## config.mk

```make
export PLATFORM = sky130hd
export DESIGN_NAME = memory_access_sequencer
export DESIGN_NICKNAME = d
export VERILOG_FILES = /design/src/rtl/memory_access_sequencer_pkg.sv /design/src/rtl/memory_access_sequencer_aligner.sv /design/src/rtl/memory_access_sequencer.sv
export SDC_FILE = /design/constraint.sdc
export NUM_CORES = 1
export LEC_CHECK = 0
export ABC_CLOCK_PERIOD_IN_PS = 5100
export BUFFER_PORTS_ARGS = -buffer_cell sky130_fd_sc_hd__buf_2
export CORE_UTILIZATION = 55
export CTS_CLUSTER_DIAMETER = 40
export CTS_CLUSTER_SIZE = 8
export DETAILED_ROUTE_END_ITERATION = 12
export PLACE_DENSITY = 0.92
export SLEW_MARGIN = 20
export SYNTH_ARGS = -nofsm -noshare
export SYNTH_HDL_FRONTEND = slang
export SYNTH_HIERARCHICAL = 1
export SYNTH_SLANG_ARGS = --single-unit
```

## constraint.sdc

```tcl
create_clock -name i_clock -period 5.1 [get_ports i_clock]
set_clock_uncertainty 0.1 [all_clocks]
set_input_delay 1.275 -clock i_clock [delete_from_list [all_inputs] [get_ports i_clock]]
set_output_delay 1.275 -clock i_clock [all_outputs]
set_load 0.02 [all_outputs]
```

## src/rtl/memory_access_sequencer_pkg.sv

```systemverilog
// Shared types and width/alignment helpers for the load/store sequencer.
package memory_access_sequencer_pkg;

  typedef enum logic [2:0] {
    MW_BYTE   = 3'b000,
    MW_HALF   = 3'b001,
    MW_WORD   = 3'b010,
    MW_DOUBLE = 3'b011,
    MW_BYTE_U = 3'b100,
    MW_HALF_U = 3'b101,
    MW_WORD_U = 3'b110
  } MemWidth_t;

  typedef enum logic [2:0] {
    SEQ_IDLE  = 3'd0,
    SEQ_READ  = 3'd1,
    SEQ_WAIT  = 3'd2,
    SEQ_WRITE = 3'd3,
    SEQ_DONE  = 3'd4
  } SequencerState_t;

  localparam int READ_LATENCY_MIN = 1;
  localparam int READ_LATENCY_MAX = 4;

  typedef logic ErrorFlag_t;
  typedef logic WriteEnable_t;

  // 'wide' enables the doubleword / unsigned-word encodings of a 64-bit core.
  function automatic logic isLegalWidth(input logic isStore, input logic [2:0] funct3,
                                        input logic wide);
    logic legal;
    legal = 1'b0;
    if (isStore) begin
      case (funct3)
        3'b000, 3'b001, 3'b010: legal = 1'b1;
        3'b011:                 legal = wide;
        default:                legal = 1'b0;
      endcase
    end else begin
      case (funct3)
        3'b000, 3'b001, 3'b010, 3'b100, 3'b101: legal = 1'b1;
        3'b011, 3'b110:                         legal = wide;
        default:                                legal = 1'b0;
      endcase
    end
    return legal;
  endfunction

  function automatic logic isMisaligned(input logic [2:0] addrLow, input logic [1:0] sizeLog2);
    logic mis;
    case (sizeLog2)
      2'd0:    mis = 1'b0;
      2'd1:    mis = addrLow[0];
      2'd2:    mis = |addrLow[1:0];
      default: mis = |addrLow;
    endcase
    return mis;
  endfunction

endpackage

```

## src/rtl/memory_access_sequencer_aligner.sv

```systemverilog
// Combinational lane logic: extracts and extends load data, merges sub-word store data.
module load_store_aligner
  import memory_access_sequencer_pkg::*;
#(
  parameter int XLEN      = 32,
  parameter int BYTES     = XLEN / 8,
  parameter int LANE_BITS = $clog2(XLEN / 8)
) (
  input  logic [2:0]           i_funct3,
  input  logic [LANE_BITS-1:0] i_lane,
  input  logic [XLEN-1:0]      i_readWord,
  input  logic [XLEN-1:0]      i_storeData,
  output logic [XLEN-1:0]      o_loadData,
  output logic [XLEN-1:0]      o_mergedWord
);

  logic [XLEN-1:0]  w_shiftedRead;
  logic [XLEN-1:0]  w_shiftedStore;
  logic [BYTES-1:0] w_sizeMask;
  logic [BYTES-1:0] w_laneMask;

  assign w_shiftedRead  = i_readWord >> {i_lane, 3'b000};
  assign w_shiftedStore = i_storeData << {i_lane, 3'b000};

  always_comb begin
    o_loadData = w_shiftedRead;
    case (MemWidth_t'(i_funct3))
      MW_BYTE:   o_loadData = XLEN'($signed(w_shiftedRead[7:0]));
      MW_HALF:   o_loadData = XLEN'($signed(w_shiftedRead[15:0]));
      MW_WORD:   o_loadData = XLEN'($signed(w_shiftedRead[31:0]));
      MW_BYTE_U: o_loadData = XLEN'(w_shiftedRead[7:0]);
      MW_HALF_U: o_loadData = XLEN'(w_shiftedRead[15:0]);
      MW_WORD_U: o_loadData = XLEN'(w_shiftedRead[31:0]);
      default:   o_loadData = w_shiftedRead;
    endcase
  end

  always_comb begin
    w_sizeMask = '1;
    case (i_funct3[1:0])
      2'd0:    w_sizeMask = BYTES'(1);
      2'd1:    w_sizeMask = BYTES'(3);
      2'd2:    w_sizeMask = BYTES'(15);
      default: w_sizeMask = '1;
    endcase
  end

  assign w_laneMask = w_sizeMask << i_lane;

  always_comb begin
    o_mergedWord = i_readWord;
    for (int b = 0; b < BYTES; b++) begin
      if (w_laneMask[b]) o_mergedWord[8*b +: 8] = w_shiftedStore[8*b +: 8];
    end
  end

endmodule

```

## src/rtl/memory_access_sequencer.sv

```systemverilog
// Multi-cycle load/store sequencer: request/busy/done handshake, read-modify-write
// for sub-word stores, misalignment and illegal-width detection.
module memory_access_sequencer
  import memory_access_sequencer_pkg::*;
#(
  parameter int XLEN         = 32,
  parameter int ADDR_WIDTH   = 16,
  parameter int READ_LATENCY = 1,
  parameter int LANE_BITS    = $clog2(XLEN / 8)
) (
  input  logic                          i_clock,
  input  logic                          i_reset,
  input  logic                          i_request,
  input  logic                          i_isStore,
  input  logic [2:0]                    i_funct3,
  input  logic [ADDR_WIDTH-1:0]         i_byteAddress,
  input  logic [XLEN-1:0]               i_storeData,
  output logic                          o_busy,
  output logic                          o_done,
  output logic [XLEN-1:0]               o_loadData,
  output logic                          o_accessError,
  output logic [ADDR_WIDTH-LANE_BITS-1:0] o_memAddress,
  output logic                          o_memReadEnable,
  input  logic [XLEN-1:0]               i_memReadData,
  output logic                          o_memWriteEnable,
  output logic [XLEN-1:0]               o_memWriteData
);

  localparam int CNT_BITS = $clog2(READ_LATENCY_MAX + 1);
  localparam logic WIDE   = (XLEN == 64);

  SequencerState_t              r_state;
  logic                         r_isStore;
  logic [2:0]                   r_funct3;
  logic [LANE_BITS-1:0]         r_lane;
  logic [XLEN-1:0]              r_storeData;
  logic [XLEN-1:0]              r_loadData;
  logic [XLEN-1:0]              r_writeData;
  logic [ADDR_WIDTH-LANE_BITS-1:0] r_memAddress;
  logic [CNT_BITS-1:0]          r_count;
  ErrorFlag_t                   r_accessError;

  logic            w_reqError;
  logic            w_fullStore;
  logic [XLEN-1:0] w_alignedLoad;
  logic [XLEN-1:0] w_mergedWord;

  assign w_reqError = !isLegalWidth(i_isStore, i_funct3, WIDE)
                    || isMisaligned(i_byteAddress[2:0], i_funct3[1:0]);
  // A store covering the whole word needs no read; everything narrower is RMW.
  assign w_fullStore = i_isStore && (i_funct3[1:0] == 2'(LANE_BITS));

  load_store_aligner #(.XLEN(XLEN)) u_aligner (
    .i_funct3     (r_funct3),
    .i_lane       (r_lane),
    .i_readWord   (i_memReadData),
    .i_storeData  (r_storeData),
    .o_loadData   (w_alignedLoad),
    .o_mergedWord (w_mergedWord)
  );

  always_ff @(posedge i_clock) begin
    if (i_reset) begin
      r_state       <= SEQ_IDLE;
      r_isStore     <= 1'b0;
      r_funct3      <= '0;
      r_lane        <= '0;
      r_storeData   <= '0;
      r_loadData    <= '0;
      r_writeData   <= '0;
      r_memAddress  <= '0;
      r_count       <= '0;
      r_accessError <= 1'b0;
    end else begin
      case (r_state)
        SEQ_IDLE: begin
          if (i_request) begin
            r_isStore   <= i_isStore;
            r_funct3    <= i_funct3;
            r_lane      <= i_byteAddress[LANE_BITS-1:0];
            r_storeData <= i_storeData;
            if (w_reqError) begin
              r_accessError <= 1'b1;
              r_state       <= SEQ_DONE;
            end else begin
              r_accessError <= 1'b0;
              r_memAddress  <= i_byteAddress[ADDR_WIDTH-1:LANE_BITS];
              if (w_fullStore) begin
                r_writeData <= i_storeData;
                r_state     <= SEQ_WRITE;
              end else begin
                r_state <= SEQ_READ;
              end
            end
          end
        end
        SEQ_READ: begin
          r_count <= CNT_BITS'(READ_LATENCY);
          r_state <= SEQ_WAIT;
        end
        SEQ_WAIT: begin
          r_count <= r_count - 1'b1;
          // Read data is valid in the last WAIT cycle.
          if (r_count == CNT_BITS'(1)) begin
            if (r_isStore) begin
              r_writeData <= w_mergedWord;
              r_state     <= SEQ_WRITE;
            end else begin
              r_loadData <= w_alignedLoad;
              r_state    <= SEQ_DONE;
            end
          end
        end
        SEQ_WRITE: r_state <= SEQ_DONE;
        SEQ_DONE:  r_state <= SEQ_IDLE;
        default:   r_state <= SEQ_IDLE;
      endcase
    end
  end

  WriteEnable_t w_writeEnable;
  assign w_writeEnable = (r_state == SEQ_WRITE) && !i_reset;

  assign o_busy           = (r_state != SEQ_IDLE);
  assign o_done           = (r_state == SEQ_DONE);
  assign o_loadData       = r_loadData;
  assign o_accessError    = r_accessError;
  assign o_memAddress     = r_memAddress;
  assign o_memReadEnable  = (r_state == SEQ_READ) && !i_reset;
  assign o_memWriteEnable = w_writeEnable;
  assign o_memWriteData   = r_writeData;

endmodule
```

==> qor.csv, run 1 <==
stage,metric,value,unit
detailed_routing,drtIter0Drc,663,
floorplan,start_util,56.48,%
synthesis,syn_inst,813,
critical_path,cpPeakStageDelay,180,ps
synthesis,ys_top_cells_by_area,"dfxtp_1 38%, mux2i_1 11%, nand2_1 10%, a21oi_1 9.6%, a211oi_1 5.4%",
placed_design,place_ws,1117,ps
cts,clock_path_buffers,2,
critical_path,r2r-start,r_state[0],
sta,worst_slack,1808,ps
synthesis,synth_edf_count,0,
final_layout,layout-drive-gt1-share,27.10,%
critical_path,crit_path_frequent_cell,nor2_1,
detailed_routing,vias,6468,
job,drv_cap,0,
synthesis,yosys.area.top_type_share,38.02,%
sta,min_period,3292,ps
critical_path,crit_path_top_delay_cell,nor2_1,
cts,clk_latency,430,ps
detailed_routing,drt-pass1-iter-count,7,
sta,relSlewSlack,30.47,%
power_and_ir_drop,leakagePower,3.288,nW
critical_path,path_max_fanout,4,
cts,cts_root_buf,clkbuf_16,
global_route,grt_pass1_vias,6075,
critical_path,start_kind,input pin,
cts,cts_buffers,17,
sta,setup_viol,0,
detailed_routing,wl_per_cell,17.32,um
synthesis,yosysWarningCount,6,
placed_design,place.gp.congestion,0.8938,
synthesis,synth_area,6476,sq um
min_path,hold_depth,2,
critical_path,critical_path.cell_chain,"buf_4, nor2_1, nand2_1, nor2_1, buf_2",
critical_path,reg2reg_slack,2170,ps
cts,cts_hold_buffers,0,
global_route,grt_antenna_before_repair,2,
power_and_ir_drop,total_power,2.851,mW
cts,clkTransAtPathRegs,50,ps
critical_path,required,3720,ps
critical_path,r2r.worst_path.cells,6,
critical_path,path_buf_inv,2,
cts,ctsResizeCount,0,
synthesis,synth_largest_area_cell,dfxtp_1,
critical_path,path_class,input pin to primary output,
synthesis,ys_seq_area_share,38.02,%
floorplan,die_y,110.5,um
synthesis,synth-seq-cells,123,
sta,maxSlewViolCount,0,
sta,worst_slew_pin_slew,1039,ps
sta,fin_tns_setup,0,ps
final_layout,multiInputGateArea,3660,sq um
floorplan,boundaryPins,170,
synthesis,synthArstFlopShare,0,%
power_and_ir_drop,cellPowerDensity,363.0,nW/um^2
cts,cts_tree,done,
final_layout,area_growth,21.29,%
final_layout,final_util,68.50,%
floorplan,coreArea,11470,sq um
global_route,grt_usage,30.87,%
min_path,min_delay_worst_endpoint,o_loadData[3],
outcome,status,completed,
cts,post_cts_buffers,0,
floorplan,die_area,12210,sq um
sta,hold_violations,0,
floorplan,die_w,110.5,um
synthesis,synth_nets,902,
final_layout,nNetsFinal,1028,
sta,layout_worst_path_cycle_share,64.55,%
floorplan,fp-row-count,39,
power_and_ir_drop,ir_drop,0.2535,mV
sta,rsz0062_at_grt,false,
detailed_routing,routed_via_density,5.901,
placed_design,dp_hpwl,12860,um
detailed_routing,wl,18990,um
min_path,min_from,o_loadData[3],
critical_path,crit_family,simple AND/OR/NAND/NOR gates,
global_route,grt_max_degree,121,
cts,cts_sinks,123,
sta,hold_slack,349.2,ps
synthesis,synth_ff_type,dfxtp_1,
sta,fmax,303.8,MHz
critical_path,cp-end-kind,primary output,
synthesis,syn_avg_cell_area,7.966,sq um
min_path,hp-class,register to register,
synthesis,synth_cell_types,50,
global_route,grt_pass1_wl,30000,um
critical_path,r2r-end,o_memWriteData[21],
detailed_routing,drc,0,
global_route,grt-ovfl-total,0,
critical_path,critPathArrivalTime,1920,ps
detailed_routing,ant_nets,0,
final_layout,n_fill_cell,892,
placed_design,port_buffers,169,
final_layout,seqCellArea,2465,sq um
cts,cts_max_level,4,
## final cells by class
| class | instances | share of cell area [%] |
|---|---|---|
| Clock inverter | 7 | 1.115 |
| Timing Repair Buffer | 179 | 12.06 |
| Inverter | 5 | 0.2389 |
| Tap cell | 143 | 2.278 |
| Clock buffer | 25 | 6.308 |
| Multi-Input combinational cell | 613 | 46.59 |
| Antenna cell | 1 | 0.03186 |
| Sequential cell | 123 | 31.38 |
## routing by layer
layer  routed length, um  track usage (%)
met1                7373            36.02
met2                8872            50.23
met3                1793            8.562
met4                 936            18.93
met5                  11                0
## placed cells by master, fill, tap and decap left out, drive strengths merged, types with 3 or more instances in the layout
cell / instances
nor2b: 19
nor3: 36
mux2i: 71
inv: 5
a211oi: 47
o21ai: 13
clkbuf: 25
dfxtp: 123
and2: 9
nand2: 185
or3: 3
a21oi: 127
buf: 179
nor2: 50
clkinv: 4
mux2: 24
nor4b: 4
## flip-flops by register name, indices dropped and copies added, names as in the netlist
signal	cells
o_accessError	1
o_loadData	32
o_memAddress	14
o_memWriteData	32
r_count	3
r_funct3	3
r_isStore	1
r_lane	2
r_state	3
r_storeData	32
## worst max-delay path by stage
stage,start,cells after the start,to
2_1_floorplan,i_reset,3,o_memReadEnable
3_3_place_gp,i_request,7,o_memWriteData[15]
3_5_place_dp,i_request,7,o_memWriteData[21]
4_1_cts,i_request,7,o_memWriteData[21]
5_1_grt,i_reset,5,o_memReadEnable
6_report,i_reset,5,o_memReadEnable
## report_power, final
part | switching (mW) | internal, mW | leakage [nW]
clock | 0.427 | 0.767 | 0.287
sequential | 0.0654 | 1.01 | 0.999
combinational | 0.348 | 0.235 | 2.00
## worst min-delay path: cells and delay by family (launching register included)
kind | cells | cell delay (ps)
AO/OA/AOI/OAI | 1 | 50
flip-flops | 1 | 300
AND/OR/NAND/NOR | 1 | 50
## Yosys cell counts, drive strengths merged (2+ instances only)
| cell type | number |
|---|---|
| a211oi | 47 |
| a21oi | 127 |
| and2 | 9 |
| and2b | 2 |
| and4 | 2 |
| buf | 33 |
| clkbuf | 39 |
| dfxtp | 123 |
| ha | 2 |
| inv | 5 |
| mux2 | 24 |
| mux2i | 71 |
| nand2 | 185 |
| nor2 | 50 |
| nor2b | 19 |
| nor3 | 36 |
| nor4b | 4 |
| o21a | 2 |
| o21ai | 13 |
| or3 | 3 |
## cells by family after synthesis
family	share of synthesized area (%)
muxes	15.34
AOI/OAI and AO/OA	18.20
buffers and inverters	5.738
and+or+nand+nor	22.18
xor gates and xnor gates	0.1353
DFF	38.02
adders and majority gates	0.3863
## stage by stage
| step | area [sq um] | instances |
|---|---|---|
| finish | 7855 | 1096 |
| global route | 7853 | 1095 |
| CTS | 7820 | 1094 |
| detailed placement | 7237 | 1062 |
| global placement | 7237 | 1062 |
| floorplan | 6476 | 813 |
No activity file was read; power rests on OpenSTA's default activity.
==> run 2: changes to the inputs <==
ABC_AREA = 1   (was not set)
ABC_CLOCK_PERIOD_IN_PS = 3400   (was 5100)
CORE_UTILIZATION = 54   (was 55)
PLACE_DENSITY = 0.9   (was 0.92)
clock period = 3.4 ns   (was 5.1 ns; I/O delays follow)
==> run 2 against run 1 <==
Sequential power increased by 56%. Sequential share of layout area decreased by 1.1 points. Non-clock buffer count unchanged. Utilization decreased by 1.4 points. Total power increased by 68%. Count of clock-buffer cells in the layout decreased by 3. Worst setup slack got worse by 860 ps. Area after synthesis increased by 4.3%.
==> qor.csv, run 2 <==
stage,metric,value,unit
detailed_routing,vias,7590,
sta,hold_violations,0,
final_layout,n_fill_cell,1118,
floorplan,start_util,55.80,%
synthesis,yosysWarningCount,6,
detailed_routing,wl_per_cell,15.22,um
sta,fmax,407.2,MHz
sta,maxSlewViolCount,0,
cts,cts_root_buf,clkbuf_16,
detailed_routing,drc,0,
min_path,min_from,r_count[2],
detailed_routing,drt-pass1-iter-count,5,
floorplan,boundaryPins,170,
critical_path,critPathArrivalTime,2680,ps
final_layout,final_cells,1406,
final_layout,seqCellArea,2462,sq um
synthesis,synth-seq-cells,123,
final_layout,layout_common_cells,"300 x nand2_1, 250 x nor2_1, 169 x buf_2",
synthesis,ys_top_cells_by_area,"dfxtp_1 36%, nand2_1 17%, nor2_1 14%, o21ai_0 8.1%, nand3_1 7.3%",
cts,cts_sinks,123,
sta,setup_viol,0,
critical_path,start_kind,register,
sta,worst_slew_pin_slew,751.3,ps
min_path,hp-class,register to register,
synthesis,synth_ff_type,dfxtp_1,
cts,cts_max_level,4,
floorplan,die_area,12970,sq um
job,drv_cap,0,
sta,relSlewSlack,49.80,%
synthesis,synth_area,6758,sq um
synthesis,synth_nets,1179,
synthesis,synth_edf_count,0,
global_route,grt_usage,33.16,%
power_and_ir_drop,leakagePower,4.298,nW
critical_path,required,3620,ps
global_route,grt_max_degree,53,
cts,ctsResizeCount,0,
synthesis,yosys.area.top_type_share,36.44,%
global_route,grt_pass1_vias,6659,
critical_path,cp-end-kind,register,
cts,post_cts_buffers,0,
sta,hold_slack,343.5,ps
cts,clk_latency,420,ps
cts,cts_tree,done,
cts,clock_path_buffers,2,
sta,rsz0062_at_grt,false,
critical_path,critPathLaunch,r_state[0],
power_and_ir_drop,ir_drop,0.3000,mV
critical_path,path_class,register to register,
global_route,grt_pass1_wl,33340,um
floorplan,coreArea,12110,sq um
synthesis,syn_avg_cell_area,6.200,sq um
final_layout,final_common_cell,nand2_1,
floorplan,die_w,113.9,um
placed_design,place.gp.congestion,0.9968,
detailed_routing,drtIter0Drc,781,
critical_path,path_max_fanout,37,
sta,fin_tns_setup,0,ps
synthesis,synth_largest_area_cell,dfxtp_1,
sta,layout_worst_path_cycle_share,72.22,%
cts,cts_buffers,17,
floorplan,die_y,113.9,um
synthesis,yosysMostFrequentCell,nand2_1,
global_route,grt_antenna_before_repair,1,
final_layout,final_util,67.13,%
detailed_routing,ant_nets,0,
sta,min_period,2456,ps
synthesis,synthTopCellsByCount,"300 x nand2_1, 250 x nor2_1, 123 x dfxtp_1",
synthesis,synthArstFlopShare,0,%
global_route,grt-ovfl-total,0,
placed_design,port_buffers,169,
critical_path,r2r-start,r_state[0],
final_layout,nNetsFinal,1313,
floorplan,fp-row-count,40,
cts,cts_hold_buffers,0,
outcome,status,completed,
final_layout,area_growth,20.31,%
synthesis,synth_cell_types,30,
detailed_routing,routed_via_density,5.398,
final_layout,layout-drive-gt1-share,19.89,%
placed_design,dp_hpwl,14570,um
detailed_routing,wl,21400,um
synthesis,ys_seq_area_share,36.44,%
power_and_ir_drop,cellPowerDensity,588.7,nW/um^2
synthesis,syn_inst,1090,
cts,clkTransAtPathRegs,60,ps
placed_design,post-place-cells,1373,
final_layout,multiInputGateArea,3607,sq um
[run 2: where the power goes]
group	internal (mW)	switching [mW]	total, mW
logic	0.367	0.862	1.23
clock network	1.23	0.665	1.89
registers	1.57	0.0996	1.67
[run 2: cells by family after synthesis]
| logic type | after synthesis | synth area share, % |
|---|---|---|
| and+or+nand+nor | 673 | 40.86 |
| adders and majority gates | 2 | 0.3702 |
| buffers and inverters | 141 | 10.18 |
| DFF | 123 | 36.44 |
| AOI/OAI and AO/OA | 151 | 12.15 |
[run 2: critical path, stage by stage (launching register included)]
cell and delay (ps):
dfxtp_1 430, nor2_4 90, nand2_4 320, inv_4 260
nand2_4 150, nand2_2 90, inv_2 460, nand3_1 260
nand2_1 120, nor2_1 50
[run 2: final cells by class]
class                           count  share of cell area [%]
Multi-Input combinational cell    826                   44.37
Antenna cell                        1                 0.03078
Tap cell                          168                   2.585
Clock inverter                     10                   1.708
Inverter                           77                   3.586
Clock buffer                       22                   5.956
Timing Repair Buffer              179                   11.48
Sequential cell                   123                   30.29
[run 2: through the flow]
| stage | cell area, sq um | setup WS (ps) | power [mW] |
|---|---|---|---|
| 2_1_floorplan | 6758 | 1307 | 2.584 |
| 6_report | 8130 | 944.4 | 4.787 |
| 3_5_place_dp | 7505 | 1020 | 2.866 |
| 3_3_place_gp | 7505 | 1063 | 2.850 |
| 4_1_cts | 8128 | 921.2 | 4.765 |
| 5_1_grt | 8130 | 761.0 | 4.992 |
[run 2: final timing paths]
check | slack [ps] | end | cells after the start
setup / recovery | 940 | o_memWriteData[1] | 9
hold / removal | 340 | r_count[2] | 1
setup reg to reg | 940 | o_memWriteData[1] | 9
hold reg to reg | 340 | r_count[2] | 1
[run 2: metal layers]
layer | vias up | share of wire [%] | track usage (%)
met5 | - | 0 | 0
met4 | 0 | 3.0 | 14.63
met3 | 59 | 9.5 | 7.386
met2 | 441 | 45 | 51.95
met1 | 3384 | 43 | 43.85
li1 | 3706 | - | -
